$ cat src/rtl/handshake_pkg.sv
// Shared types and helpers for the credit-based round-robin arbiter.
//   arb_state_t  : arbiter FSM states (IDLE, LOCKED)
//   index_width(): width of a requester index, never below one bit
package handshake_pkg;

  typedef enum logic [0:0] {
    IDLE   = 1'b0,
    LOCKED = 1'b1
  } arb_state_t;

  // An index into n requesters needs at least one bit, even when n is 1 or 2
  function automatic int index_width(input int n);
    return (n <= 2) ? 1 : $clog2(n);
  endfunction

endpackage

$ cat src/rtl/rr_priority_pick.sv
// Purely combinational round-robin pick.
// Scans req_i starting at ptr_i, wrapping modulo NUM_INPUTS, and returns
// the first set bit.
//   req_i    : request vector
//   ptr_i    : highest-priority requester this cycle
//   any_o    : at least one request is set
//   winner_o : index of the chosen requester (0 when any_o=0)
module rr_priority_pick
  import handshake_pkg::*;
#(
  parameter int NUM_INPUTS  = 2,
  parameter int INDEX_WIDTH = index_width(NUM_INPUTS)
) (
  input  logic [NUM_INPUTS-1:0]  req_i,
  input  logic [INDEX_WIDTH-1:0] ptr_i,
  output logic                   any_o,
  output logic [INDEX_WIDTH-1:0] winner_o
);

  int idx_s;

  // Walk offsets from farthest to nearest so the nearest request wins last
  always_comb begin
    any_o    = 1'b0;
    winner_o = '0;
    idx_s    = 0;
    for (int i = NUM_INPUTS - 1; i >= 0; i--) begin
      idx_s = int'(ptr_i) + i;
      // Explicit wrap so non-power-of-two sizes work
      if (idx_s >= NUM_INPUTS) begin
        idx_s = idx_s - NUM_INPUTS;
      end else begin
        idx_s = idx_s;
      end
      if (req_i[idx_s]) begin
        any_o    = 1'b1;
        winner_o = INDEX_WIDTH'(idx_s);
      end else begin
        any_o    = any_o;
      end
    end
  end

endmodule

$ cat src/rtl/credit_rr_arbiter_dataless.sv
// Round-robin arbiter that shares one dataless downstream FIFO among
// NUM_INPUTS handshake channels. It gates grants with a credit counter that
// mirrors the free downstream slots.
//   clk, rst      : clock; synchronous active-high reset
//   ins_valid     : per-requester valid
//   ins_ready     : per-requester ready, one-hot in a transfer cycle
//   outs_valid    : token valid toward the shared FIFO
//   outs_ready    : shared FIFO ready
//   index         : granted requester, meaningful when outs_valid=1
//   credit_return : one pulse per slot freed downstream
//   credit_err    : sticky credit-overflow flag
module credit_rr_arbiter_dataless
  import handshake_pkg::*;
#(
  parameter  int NUM_INPUTS  = 2,
  parameter  int CREDITS     = 3,
  localparam int INDEX_WIDTH = index_width(NUM_INPUTS)
) (
  input  logic                   clk,
  input  logic                   rst,
  input  logic [NUM_INPUTS-1:0]  ins_valid,
  output logic [NUM_INPUTS-1:0]  ins_ready,
  output logic                   outs_valid,
  input  logic                   outs_ready,
  output logic [INDEX_WIDTH-1:0] index,
  input  logic                   credit_return,
  output logic                   credit_err
);

  localparam int CW = $clog2(CREDITS + 1);

  arb_state_t             state_q, state_d;
  logic [INDEX_WIDTH-1:0] ptr_q, ptr_d;
  logic [INDEX_WIDTH-1:0] lock_q, lock_d;
  logic [CW-1:0]          credits_q, credits_d;
  logic                   credit_err_q, credit_err_d;

  logic [NUM_INPUTS-1:0]  cand_s;
  logic                   any_s;
  logic [INDEX_WIDTH-1:0] pick_s;
  logic [INDEX_WIDTH-1:0] grant_s;
  logic [INDEX_WIDTH-1:0] ptr_next_s;
  logic                   valid_s;
  logic                   xfer_s;

  // Requests only count as candidates while credit remains
  always_comb begin
    if (credits_q != '0) begin
      cand_s = ins_valid;
    end else begin
      cand_s = '0;
    end
  end

  rr_priority_pick #(
    .NUM_INPUTS (NUM_INPUTS),
    .INDEX_WIDTH(INDEX_WIDTH)
  ) u_pick (
    .req_i   (cand_s),
    .ptr_i   (ptr_q),
    .any_o   (any_s),
    .winner_o(pick_s)
  );

  // Token offer: a fresh pick in IDLE, the held winner in LOCKED; nothing during reset
  always_comb begin
    if (rst) begin
      valid_s = 1'b0;
      grant_s = '0;
    end else if (state_q == LOCKED) begin
      valid_s = ins_valid[lock_q];
      grant_s = lock_q;
    end else begin
      valid_s = any_s;
      grant_s = pick_s;
    end
  end

  assign xfer_s     = valid_s & outs_ready;
  assign outs_valid = valid_s;
  assign index      = grant_s;
  assign credit_err = credit_err_q;
  assign ptr_next_s = (grant_s == INDEX_WIDTH'(NUM_INPUTS - 1)) ? '0
                                                                : grant_s + INDEX_WIDTH'(1);

  // Only the winner sees ready, and only in the transfer cycle
  always_comb begin
    ins_ready = '0;
    for (int i = 0; i < NUM_INPUTS; i++) begin
      ins_ready[i] = xfer_s && (grant_s == INDEX_WIDTH'(i));
    end
  end

  // FSM, lock and pointer next state
  always_comb begin
    state_d = state_q;
    lock_d  = lock_q;
    ptr_d   = ptr_q;
    case (state_q)
      IDLE: begin
        // A stalled offer freezes the winner until it is taken
        if (valid_s && !outs_ready) begin
          state_d = LOCKED;
          lock_d  = grant_s;
        end else begin
          state_d = IDLE;
        end
      end
      LOCKED: begin
        if (xfer_s) begin
          state_d = IDLE;
        end else begin
          state_d = LOCKED;
        end
      end
      default: state_d = IDLE;
    endcase
    if (xfer_s) begin
      ptr_d = ptr_next_s;
    end else begin
      ptr_d = ptr_q;
    end
  end

  // Credit accounting: a simultaneous spend and return cancel out
  always_comb begin
    credits_d    = credits_q;
    credit_err_d = credit_err_q;
    if (xfer_s && !credit_return) begin
      credits_d = credits_q - CW'(1);
    end else if (!xfer_s && credit_return) begin
      if (credits_q == CW'(CREDITS)) begin
        credit_err_d = 1'b1;
      end else begin
        credits_d = credits_q + CW'(1);
      end
    end else begin
      credits_d = credits_q;
    end
  end

  // State registers with synchronous reset
  always_ff @(posedge clk) begin
    if (rst) begin
      state_q      <= IDLE;
      ptr_q        <= '0;
      lock_q       <= '0;
      credits_q    <= CW'(CREDITS);
      credit_err_q <= 1'b0;
    end else begin
      state_q      <= state_d;
      ptr_q        <= ptr_d;
      lock_q       <= lock_d;
      credits_q    <= credits_d;
      credit_err_q <= credit_err_d;
    end
  end

endmodule

$ cat config.mk
export PLATFORM = sky130hd
export DESIGN_NAME = credit_rr_arbiter_dataless
export DESIGN_NICKNAME = d
export VERILOG_FILES = /design/src/rtl/handshake_pkg.sv /design/src/rtl/rr_priority_pick.sv /design/src/rtl/credit_rr_arbiter_dataless.sv
export SDC_FILE = /design/constraint.sdc
export NUM_CORES = 1
export LEC_CHECK = 0
export ABC_AREA = 1
export ABC_CLOCK_PERIOD_IN_PS = 2050
export BUFFER_PORTS_ARGS = -buffer_cell sky130_fd_sc_hd__buf_2
export CAP_MARGIN = 40
export CORE_AREA = 3 3 40 42
export CTS_CLUSTER_DIAMETER = 80
export CTS_CLUSTER_SIZE = 30
export DETAILED_ROUTE_END_ITERATION = 8
export DIE_AREA = 0 0 43 45
export PLACE_DENSITY = 0.55
export SETUP_SLACK_MARGIN = 0.15
export SLEW_MARGIN = 20
export SYNTH_ARGS = -nofsm -noshare
export SYNTH_HDL_FRONTEND = slang
export SYNTH_SLANG_ARGS = --single-unit
$ cat constraint.sdc
create_clock -name clk -period 2.05 [get_ports clk]
set_clock_uncertainty 0.2 [all_clocks]
set_input_delay 0 -clock clk [delete_from_list [all_inputs] [get_ports clk]]
set_output_delay 0 -clock clk [all_outputs]
set_load 0.05 [all_outputs]
# == Word-level counts from Yosys, hierarchy flattened ==
# Index checks and enable logic that the tools add are counted.
# classes
add_sub_neg,6
n_lt_le_gt_ge,5
eq_ne,2
mux,26
bitwise_logic,4
reduce_logical,13
# op_table
cell,n
$lt 32x3->1 const B,2
$mux 32,2
$ge 32x3->1 const B,1
$sub 32x3->32 const B,1
$mux 1,19
$mux 2,4
$logic_and 1x1->1,5
$reduce_and 2->1,2
$reduce_bool 2->1,2
$logic_not 1->1,3
$not 1->1,3
$reduce_and 3->1,1
$sub 1x2->3 const B,1
$add 1x1->2 const B,1
$add 2x1->2 const B,1
$eq 2x2->1 const B,1
$ge 1x2->1 const B,1
$lt 1x2->1 const B,1
$ne 2x2->1 const B,1
$pmux 1 s2,1
$sub 2x1->2 const B,1
$add 1x1->1 const B,1
$and 1x1->1,1
# word_totals
ff_bits,6
input_bits,6
word_cells,61

# == Longest topological paths before layout ==
# Gate-level depths: netlist (run 1).
# depth
ltp_word,15
mapped_depth,10
depth_no_buf,10

# == Cells and area by module ==
# Synthesis (run 1) repeated with hierarchy kept, for this count alone.
# unflattened
cells_unflattened,58
hier_area_um2,387.9
# by_module_without_submodules
module,instances,cells_per_inst,area_per_inst_um2,seq_area_each_um2
credit_rr_arbiter_dataless,1,54,369.1,120.1
rr_priority_pick,1,4,18.8,0.0

# == Least setup slack after synthesis (run 1) ==
# OpenSTA, ideal clock, no wires.
# synth_path
kind,register to register
from,register credits_q[1]
to,register credits_q[0]
setup_time_ns,0.125
arrival_ns,1.379
required_ns,1.725
slack_ns,0.346
stages_incl_launch_ff,10
n_path_buf,0
synth_period_minus_slack_ns,1.704
cell_sequence,dfxtp_1 > o21ai_1 > nand3_2 > nand4_4 > inv_1 > ha_1 > inv_1 > o21ai_1 > a21oi_1 > o21ai_0
# synth_between
elab_chain_len,14
# synth_rtl
element,line,source
start: declaration,credit_rr_arbiter_dataless.sv:35,"logic [CW-1:0] credits_q, credits_d;"
start signal: assignment,credit_rr_arbiter_dataless.sv:148,credits_q <= CW'(CREDITS);
start signal: assignment,credit_rr_arbiter_dataless.sv:154,credits_q <= credits_d;
$reduce_bool 2->1 *,credit_rr_arbiter_dataless.sv:48,if (credits_q != '0) begin
$mux 2 *,credit_rr_arbiter_dataless.sv:48,
$mux 1 (not written as such) (3 in a row),rr_priority_pick.sv:35,if (req_i[idx_s]) begin
$mux 1,rr_priority_pick.sv:35,
$mux 1 *,rr_priority_pick.sv:35,
$mux 1 *,credit_rr_arbiter_dataless.sv:70,end else if (state_q == LOCKED) begin
$mux 1 *,credit_rr_arbiter_dataless.sv:67,if (rst) begin
$and 1x1->1 *,credit_rr_arbiter_dataless.sv:79,assign xfer_s = valid_s & outs_ready;
via xfer_s,credit_rr_arbiter_dataless.sv:44,logic xfer_s;
$logic_not 1->1,credit_rr_arbiter_dataless.sv:131,end else if (!xfer_s && credit_return) begin
$logic_and 1x1->1,credit_rr_arbiter_dataless.sv:131,
$reduce_bool 2->1 (no source line),--,
$reduce_and 2->1 (no source line),--,
# Mark *: on every way through the listed nets, which the timed path passes. The rest lies on a longest branch. The select of a mux whose other input is x is not followed.
# A chain may end at the register's enable or synchronous reset.

==> flow_summary_export.csv, run 1 <==
group,metric,value,unit
status,status,"complete, no violations",
worst_setup_path,ff2ff_setup_slack,0.18,ns
timing,maxSlewViolCount,0,
finish,drive_gt1_frac,0.506,
clock_tree,cts.path.max_buffers,2,
drt,dr.pass1.iters,2,
finish,finalNonFillerCells,98,
timing,setup_viol,0,
timing,max_freq,536,MHz
timing,finalCriticalPeriod,1.87,ns
worst_setup_path,critical_path_class,"flop to flop",
worst_setup_path,rr_startpoint,"credits_q[0]$_SDFFE_PP1P_",
clock_tree,clk_pin_slew,0.04,ns
worst_setup_path,cp.arrival,1.78,ns
logic_synthesis,synth_top_flop_cell,"dfxtp_1",
global_route,gr-total-overflow,0,
floorplan,placementRows,13,
timing,rsz0062_at_grt,"yes",
drt,drc,0,
place,place_congestion,0.777,
clock_tree,root_buffer,"clkbuf_4",
finish,nFillCells,136,
drt,routed_wl,938,um
clock_tree,worstSkewPairLatency,0.23,ns
pwr,intPower,261,uW
pwr,powerDensity,640,nW/um^2
drt,drt_iter0_markers,2,
drt,num_vias,433,
job,max_cap_viol_count,0,
timing,relSlewSlack,0.836,
floorplan,die_w,43,um
timing,period_share,0.910,
pwr,p_clk_frac,0.255,
global_route,grt_max_degree,8,
pwr,combPwrFrac,0.372,
logic_synthesis,netlist_instances,57,
clock_tree,cts_tree,"built",
place,hpwlAfterDp,643,um
logic_synthesis,syn_nets,65,
logic_synthesis,synthTopCellsByCount,"9 x nand2_1, 8 x inv_1, 6 x dfxtp_1, 5 x a21oi_1, 5 x o21ai_1",
logic_synthesis,ys.warnings.count,0,
drt,viasPerCell,4.42,
worst_setup_path,crit_path_end_kind,"flop",
worst_setup_path,required,1.97,ns
worst_setup_path,cp-start-kind,"flop",
drt,ant_nets,0,
floorplan,core,1280,sq um
clock_tree,numCtsBuffers,3,
finish,n_antenna_cell,0,
pwr,p_leak,0.317,nW
global_route,track_usage,0.100,
logic_synthesis,ys_ff_latch,6,
timing,tightest_slew,0.248,ns
logic_synthesis,synthDistinctLibCells,16,
logic_synthesis,seq_area_frac_synth,0.299,
logic_synthesis,synth_area_leader_cell,"dfxtp_1",
logic_synthesis,synth_area_leaders,"dfxtp_1 30%, nand2_1 8.4%, nand3_2 7.5%",
drt,wl_per_cell,9.57,um
place,io_buffers,10,
logic_synthesis,synthMostInstantiatedCell,"nand2_1",
logic_synthesis,async_flop_share,0,
logic_synthesis,synth_enable_flop_cells,0,
finish,areaGrowthSynthToFinish,56.7,%
global_route,first_global_vias,387,
pwr,p_seq_frac,0.373,
logic_synthesis,syn-mean-instance-area,7.05,sq um
pwr,power.switching,142,uW
clock_tree,cts.sinks,6,
global_route,grt_pass1_wl,1490,um
worst_setup_path,crit_path_max_fanout,4,
hold_path,min_path_type,"primary input to flop",
pwr,swShare,0.352,
floorplan,io_pins,11,
clock_tree,htreeDepth,1,
logic_synthesis,netlist_area,402,sq um
global_route,antenna_found_initial,0,
hold_path,min_from,"credit_return",
place,dp.cells,82,
pwr,max-vdd-ir-drop,0.247,mV
logic_synthesis,netlist.area_leader.share,0.299,
worst_setup_path,crit_start,"credits_q[0]$_SDFFE_PP1P_",
timing,finalHoldViolCount,0,
floorplan,die_area,1940,sq um
floorplan,die_y,45,um
finish,layout.nets,93,
timing,tns,0,ns
floorplan,start_util,0.313,
[power by group through the flow]
stage               Combinational (mW)  Clock [mW]  Sequential, mW
floorplan                       0.0792           0           0.154
global placement                 0.113           0           0.147
detailed placement               0.113           0           0.148
CTS                              0.119       0.108           0.146
global route                     0.164       0.112           0.153
finish                           0.150       0.103           0.150
[what timing repair did]
| item | in CTS | in global routing |
|---|---|---|
| setup buffers | 0 | 9 |
| hold endpoints to repair | 6 | 0 |
| endpoints found under the setup margin | 0 | 3 |
| gates resized for setup | 0 | 10 |
| hold buffers | 4 | 0 |
[final timing paths]
kind / end / cells after the start
max: flop / 8
min: credit_err$_SDFFE_PP0P_ / 4
max reg2reg: flop / 8
min reg2reg: credit_err$_SDFFE_PP0P_ / 2
[layout by cell type (no fill, tap or decap), drive strengths merged]
master / count
buf: 19
inv: 12
nand2: 11
nor2: 7
a21oi: 6
dfxtp: 6
o21ai: 6
nand3: 5
dlygate4sd3: 4
clkbuf: 3
ha: 2
nand4: 2
[critical path, stage by stage, from the launching register on]
cell and delay, ns:
dfxtp_4 0.36, o21ai_4 0.16, nand3_2 0.14, buf_4 0.16, nand3_2 0.05, inv_2 0.04
nand2_1 0.05, a21oi_1 0.05, dlygate4sd3_1 0.55
[cell families after synthesis]
family          count (synthesis)  share of synthesized area
compound gates                 12                      0.159
buf+inv                        12                      0.112
flops                           6                      0.299
simple gates                   25                      0.368
fa+ha+maj                       2                     0.0623
[layer usage]
layer	up-vias	GRT usage	part of all wire
li1	237	-	-
met5	-	0	0
met3	0	0.0120	0.043
met4	0	0.0542	0
met1	186	0.143	0.47
met2	10	0.147	0.49
[area by class of cell]
| type | count | area, sq um | share of cell area |
|---|---|---|---|
| multi-input cells | 39 | 255 | 0.406 |
| repair buffers | 23 | 160 | 0.254 |
| flip-flops and latches | 6 | 128 | 0.203 |
| inverters | 12 | 45.0 | 0.0716 |
| clock buffers | 3 | 22.5 | 0.0358 |
| well taps | 15 | 18.8 | 0.0298 |
[metrics by stage]
step                      setup slack (ns)  hold WS [ns]  instance area [sq um]  power [mW]  utilization
after floorplan                      0.346        -0.131                    402       0.233            -
after global placement               0.208        0.0553                    470       0.260        0.366
after detailed placement             0.197        0.0612                    470       0.260        0.366
after CTS                            0.183       0.00569                    533       0.373        0.415
after global routing                 0.127        0.0303                    629       0.429        0.490
final                                0.185       0.00264                    629       0.403        0.490
No activity file was read; power rests on OpenSTA's default activity.
==> inputs of run 2 (changes only) <==
--- a/config.mk
+++ b/config.mk
@@ -6,7 +6,7 @@
 export NUM_CORES = 1
 export LEC_CHECK = 0
 export ABC_AREA = 1
-export ABC_CLOCK_PERIOD_IN_PS = 2050
+export ABC_CLOCK_PERIOD_IN_PS = 2200
 export BUFFER_PORTS_ARGS = -buffer_cell sky130_fd_sc_hd__buf_2
 export CAP_MARGIN = 40
 export CORE_AREA = 3 3 40 42
@@ -14,6 +14,7 @@
 export CTS_CLUSTER_SIZE = 30
 export DETAILED_ROUTE_END_ITERATION = 8
 export DIE_AREA = 0 0 43 45
+export MAX_ROUTING_LAYER = met4
 export PLACE_DENSITY = 0.55
 export SETUP_SLACK_MARGIN = 0.15
 export SLEW_MARGIN = 20
==> constraint.sdc (replaced) <==
create_clock -name clk -period 2.2 [get_ports clk]
set_clock_uncertainty 0.2 [all_clocks]
set_input_delay 0 -clock clk [delete_from_list [all_inputs] [get_ports clk]]
set_output_delay 0 -clock clk [all_outputs]
set_load 0.05 [all_outputs]
==> flow_summary_export.csv, run 2 (synthesis gave the netlist of run 1 again) <==
group,metric,value,unit
floorplan,start_util,0.313,
place,hpwlAfterDp,655,um
timing,rsz0062_at_grt,"no",
clock_tree,clk_pin_slew,0.04,ns
floorplan,die_w,43,um
floorplan,placementRows,13,
job,max_cap_viol_count,0,
global_route,gr-total-overflow,0,
place,dp_slack,0.345,ns
finish,areaGrowthSynthToFinish,32.7,%
worst_setup_path,rr_startpoint,"credits_q[0]$_SDFFE_PP1P_",
worst_setup_path,r2r_cells,9,
finish,n_antenna_cell,0,
pwr,power.total,343,uW
timing,tightest_slew,0.252,ns
worst_setup_path,crit_chain,"o21ai_1, nand3_2, nand4_4, inv_1, ha_1, inv_1, o21ai_1, a21oi_1, o21ai_0",
hold_path,min_to,"credit_err$_SDFFE_PP0P_",
clock_tree,ctsResizeCount,0,
place,io_buffers,10,
drt,wl_per_cell,9.24,um
clock_tree,cts_tree,"built",
floorplan,core,1280,sq um
clock_tree,numCtsBuffers,3,
clock_tree,cts_setup_buffers,0,
floorplan,die_y,45,um
worst_setup_path,slowest_stage,"dfxtp_1",
clock_tree,cts.path.max_buffers,2,
finish,layout_commonest_cell,"buf_2",
clock_tree,cts.sinks,6,
timing,period_share,0.838,
timing,tns,0,ns
timing,max_freq,542,MHz
global_route,grt_pass1_wl,1400,um
status,status,"complete, no violations",
global_route,antenna_found_initial,0,
worst_setup_path,critical_path.max_stage_delay,0.36,ns
drt,viasPerCell,4.53,
worst_setup_path,crit_path_end_kind,"flop",
hold_path,holdPathStages,4,
finish,drive_gt1_frac,0.365,
drt,drt_iter0_markers,0,
clock_tree,root_buffer,"clkbuf_4",
global_route,track_usage,0.100,
pwr,max-vdd-ir-drop,0.259,mV
timing,finalCriticalPeriod,1.84,ns
drt,dr.pass1.iters,1,
timing,maxSlewViolCount,0,
worst_setup_path,ff2ff_setup_slack,0.36,ns
pwr,powerDensity,644,nW/um^2
floorplan,die_area,1940,sq um
worst_setup_path,crit_path_max_fanout,7,
drt,routed_wl,822,um
finish,layout.nets,84,
global_route,first_global_vias,361,
timing,setup_ws,0.356,ns
floorplan,io_pins,11,
hold_path,min_path_type,"primary input to flop",
worst_setup_path,crit-reg2reg-capture,"credits_q[0]$_SDFFE_PP1P_",
clock_tree,htreeDepth,1,
finish,most-common-layout-cells,"10 x buf_2, 9 x nand2_1, 8 x inv_1, 6 x dfxtp_1",
place,place_congestion,0.815,
drt,drc,0,
worst_setup_path,cp-start-kind,"flop",
global_route,grt_max_degree,8,
worst_setup_path,cp.arrival,1.76,ns
drt,ant_nets,0,
timing,finalHoldViolCount,0,
drt,num_vias,403,
worst_setup_path,required,2.12,ns
worst_setup_path,critical_path_class,"flop to flop",
timing,setup_viol,0,
timing,relSlewSlack,0.833,
clock_tree,worstSkewPairLatency,0.24,ns
hold_path,min_from,"credit_return",
clock_tree,holdBufCountCts,4,
pwr,p_leak,0.274,nW
-- run 2: changes by cell type in the layout (fill, tap and decap cells not counted), moves of 2 or more --
| cell | before | now |
|---|---|---|
| dfxtp_4 | 2 | 0 |
| dfxtp_1 | 4 | 6 |
| o21ai_2 | 2 | 0 |
| buf_4 | 10 | 0 |
| o21ai_1 | 2 | 5 |
-- run 2: worst max path at each step --
stage                               from                         to  slack, ns  cells after the start
6_report       credits_q[0]$_SDFFE_PP1P_  credits_q[0]$_SDFFE_PP1P_       0.36                      9
5_1_grt        credits_q[1]$_SDFFE_PP1P_  credits_q[0]$_SDFFE_PP1P_       0.17                      9
4_1_cts        credits_q[0]$_SDFFE_PP1P_  credits_q[0]$_SDFFE_PP1P_       0.34                      9
3_5_place_dp   credits_q[0]$_SDFFE_PP1P_  credits_q[0]$_SDFFE_PP1P_       0.35                      9
3_3_place_gp   credits_q[0]$_SDFFE_PP1P_  credits_q[0]$_SDFFE_PP1P_       0.38                      9
2_1_floorplan  credits_q[1]$_SDFFE_PP1P_  credits_q[0]$_SDFFE_PP1P_       0.50                      9
-- run 2: stage by stage --
stage	hold slack (ns)	utilization	std cells	cell area [sq um]
4_1_cts	0.00891	0.415	89	533
2_1_floorplan	-0.131	-	57	402
3_3_place_gp	0.0504	0.366	82	470
5_1_grt	0.0709	0.415	89	533
3_5_place_dp	0.0540	0.366	82	470
6_report	0.00544	0.415	89	533
-- run 2: where the power goes --
group	switching (mW)	internal, mW
sequential	0.0135	0.122
clock	0.0372	0.0615
combinational	0.0719	0.0375
total	0.123	0.221
-- run 2: layer usage --
layer,global-route usage,vias up,part of all wire,wire length [um]
met5,-,-,0,0
met4,0.0723,0,0.015,12
met3,0.0159,2,0.063,52
met2,0.153,12,0.42,349
met1,0.120,170,0.50,407
li1,-,219,-,-
-- run 2: cell type report --
| class | count | area, sq um |
|---|---|---|
| clock buffer | 3 | 22.5 |
| fill | 149 | 752 |
| inverter | 12 | 45.0 |
| multi-input combinational | 39 | 236 |
| sequential | 6 | 120 |
| tap | 15 | 18.8 |
| timing repair buffer | 14 | 90.1 |
-- run 2: worst max-delay path, delay by kind of cell (launching register included) --
kind | cells | cell delay [ns]
compound gates | 4 | 0.50
fa+ha+maj | 1 | 0.27
buf+inv | 2 | 0.13
flops | 1 | 0.36
simple gates | 2 | 0.28
==> inputs of run 3 (changes only) <==
--- a/config.mk
+++ b/config.mk
@@ -6,7 +6,7 @@
 export NUM_CORES = 1
 export LEC_CHECK = 0
 export ABC_AREA = 1
-export ABC_CLOCK_PERIOD_IN_PS = 2200
+export ABC_CLOCK_PERIOD_IN_PS = 1700
 export BUFFER_PORTS_ARGS = -buffer_cell sky130_fd_sc_hd__buf_2
 export CAP_MARGIN = 40
 export CORE_AREA = 3 3 40 42
==> constraint.sdc (replaced) <==
create_clock -name clk -period 1.7 [get_ports clk]
set_clock_uncertainty 0.2 [all_clocks]
set_input_delay 0 -clock clk [delete_from_list [all_inputs] [get_ports clk]]
set_output_delay 0 -clock clk [all_outputs]
set_load 0.05 [all_outputs]
==> flow_summary_export.csv, run 3 (synthesis gave the netlist of run 1 again) <==
group,metric,value,unit
finish,finalNonFillerCells,94,
finish,layout.nets,88,
timing,tns,0,ns
place,hpwlAfterDp,744,um
finish,multi_input_area,299,sq um
place,dpl_cell_area,523,sq um
timing,max_freq,635,MHz
floorplan,placementRows,13,
global_route,grt_max_degree,6,
floorplan,core,1280,sq um
clock_tree,cts.sinks,6,
worst_setup_path,critical_path.max_stage_delay,0.36,ns
floorplan,die_w,43,um
timing,relSlewSlack,0.836,
global_route,grt_pass1_wl,1840,um
clock_tree,cts.path.max_buffers,2,
timing,maxSlewViolCount,0,
status,violations,"hold timing",
finish,most-common-layout-cells,"7 x nand2_1, 7 x buf_2, 6 x inv_1, 6 x buf_4, 5 x inv_2",
global_route,track_usage,0.134,
worst_setup_path,ff2ff_setup_slack,0.13,ns
floorplan,die_y,45,um
pwr,power.total,525,uW
worst_setup_path,r2r_cells,9,
drt,dr.pass1.iters,2,
timing,setup_viol,0,
drt,routed_wl,1020,um
finish,areaGrowthSynthToFinish,62.6,%
floorplan,die_area,1940,sq um
global_route,antenna_found_initial,0,
worst_setup_path,crit_path_end_kind,"flop",
timing,tightest_slew,0.247,ns
clock_tree,holdBufCountCts,2,
finish,utilization,0.508,
drt,drc,0,
clock_tree,cts_tree,"built",
global_route,first_global_vias,443,
pwr,powerDensity,803,nW/um^2
finish,final_area,653,sq um
timing,finalHoldViolCount,4,
clock_tree,worstSkewPairLatency,0.25,ns
timing,hold-worst-slack,-0.214,ns
worst_setup_path,slowest_stage,"dfxtp_4",
floorplan,io_pins,11,
worst_setup_path,crit_path_max_fanout,3,
finish,seq_area,128,sq um
place,place_congestion,0.818,
floorplan,start_util,0.313,
finish,n_antenna_cell,0,
clock_tree,htreeDepth,1,
hold_path,min_path_type,"primary input to flop",
clock_tree,clk_pin_slew,0.05,ns
finish,nFillCells,132,
pwr,max-vdd-ir-drop,0.451,mV
worst_setup_path,path_common_cell,"o21ai_4",
drt,ant_nets,0,
worst_setup_path,critical_path_class,"flop to flop",
hold_path,holdPathStages,2,
worst_setup_path,crit_chain,"o21ai_4, nand3_2, nand4_4, inv_2, ha_4, inv_4, o21ai_4, a21oi_2, o21ai_1",
worst_setup_path,rr_startpoint,"credits_q[0]$_SDFFE_PP1P_",
worst_setup_path,crit-reg2reg-capture,"credits_q[1]$_SDFFE_PP1P_",
job,max_cap_viol_count,0,
drt,wl_per_cell,10.9,um
drt,viasPerCell,4.71,
timing,period_share,0.926,
drt,drt_iter0_markers,2,
status,status,"complete, but fails checks",
clock_tree,numCtsBuffers,3,
place,dp.cells,85,
timing,finalCriticalPeriod,1.57,ns
drt,num_vias,443,
global_route,gr-total-overflow,0,
worst_setup_path,cp.arrival,1.51,ns
worst_setup_path,cp-start-kind,"flop",
finish,drive_gt1_frac,0.595,
worst_setup_path,required,1.64,ns
pwr,p_leak,0.298,nW
hold_path,min_from,"rst",
place,io_buffers,10,
timing,rsz0062_at_grt,"yes",
clock_tree,root_buffer,"clkbuf_4",
## run 3: cell count changes in the layout (fill, tap and decap cells not counted), sizes merged
cell,change
clkbuf,+1
buf,+6
dlygate4sd3,-2
## run 3: how the worst max path moves through the flow
stage                               from                         to  cells past startpoint
2_1_floorplan  credits_q[0]$_SDFFE_PP1P_  credits_q[1]$_SDFFE_PP1P_                      9
3_5_place_dp   credits_q[0]$_SDFFE_PP1P_  credits_q[1]$_SDFFE_PP1P_                      9
3_3_place_gp   credits_q[0]$_SDFFE_PP1P_  credits_q[1]$_SDFFE_PP1P_                      9
4_1_cts        credits_q[1]$_SDFFE_PP1P_  credits_q[1]$_SDFFE_PP1P_                      9
6_report       credits_q[0]$_SDFFE_PP1P_  credits_q[1]$_SDFFE_PP1P_                      9
5_1_grt        credits_q[0]$_SDFFE_PP1P_  credits_q[1]$_SDFFE_PP1P_                      9
## run 3: per-stage QoR
stage	worst slack [ns]	hold slack, ns
after CTS	0.123	-0.220
after global routing	0.0465	-0.204
after floorplan	0.0421	-0.131
after detailed placement	0.0333	0.0391
final	0.126	-0.214
after global placement	0.0331	0.0375
## run 3: routing by layer
metal | up-vias | global-route usage | share of wire
li1 | 230 | - | -
met1 | 195 | 0.138 | 0.40
met2 | 12 | 0.210 | 0.51
met3 | 6 | 0.0398 | 0.058
met4 | 0 | 0.114 | 0.039
met5 | - | - | 0
## run 3: power breakdown
part | switching (mW) | internal, mW | total [mW]
Clock | 0.0553 | 0.0891 | 0.144
Combinational | 0.123 | 0.0796 | 0.203
Sequential | 0.0170 | 0.160 | 0.177
## run 3: final cells by class
class                           instances  share of cell area
Multi-Input combinational cell         39               0.458
Timing Repair Buffer                   18               0.205
Sequential cell                         6               0.195
Inverter                               12              0.0728
Clock buffer                            4              0.0402
Tap cell                               15              0.0287
## run 3: worst max-delay path, delay by kind of cell, from the launching register on
family                   cells  cell delay (ns)
adder cells (fa/ha/maj)      1             0.21
buffers and inverters        2             0.11
flip-flops                   1             0.36
AND/OR/NAND/NOR              2             0.20
AO/OA/AOI/OAI                4             0.38
## run 3: timing repair
action,CTS,global route
setup buffers,3,0
pin swaps,7,2
endpoints found under the setup margin,5,6
gates resized for setup,9,9
hold endpoints to repair,6,4
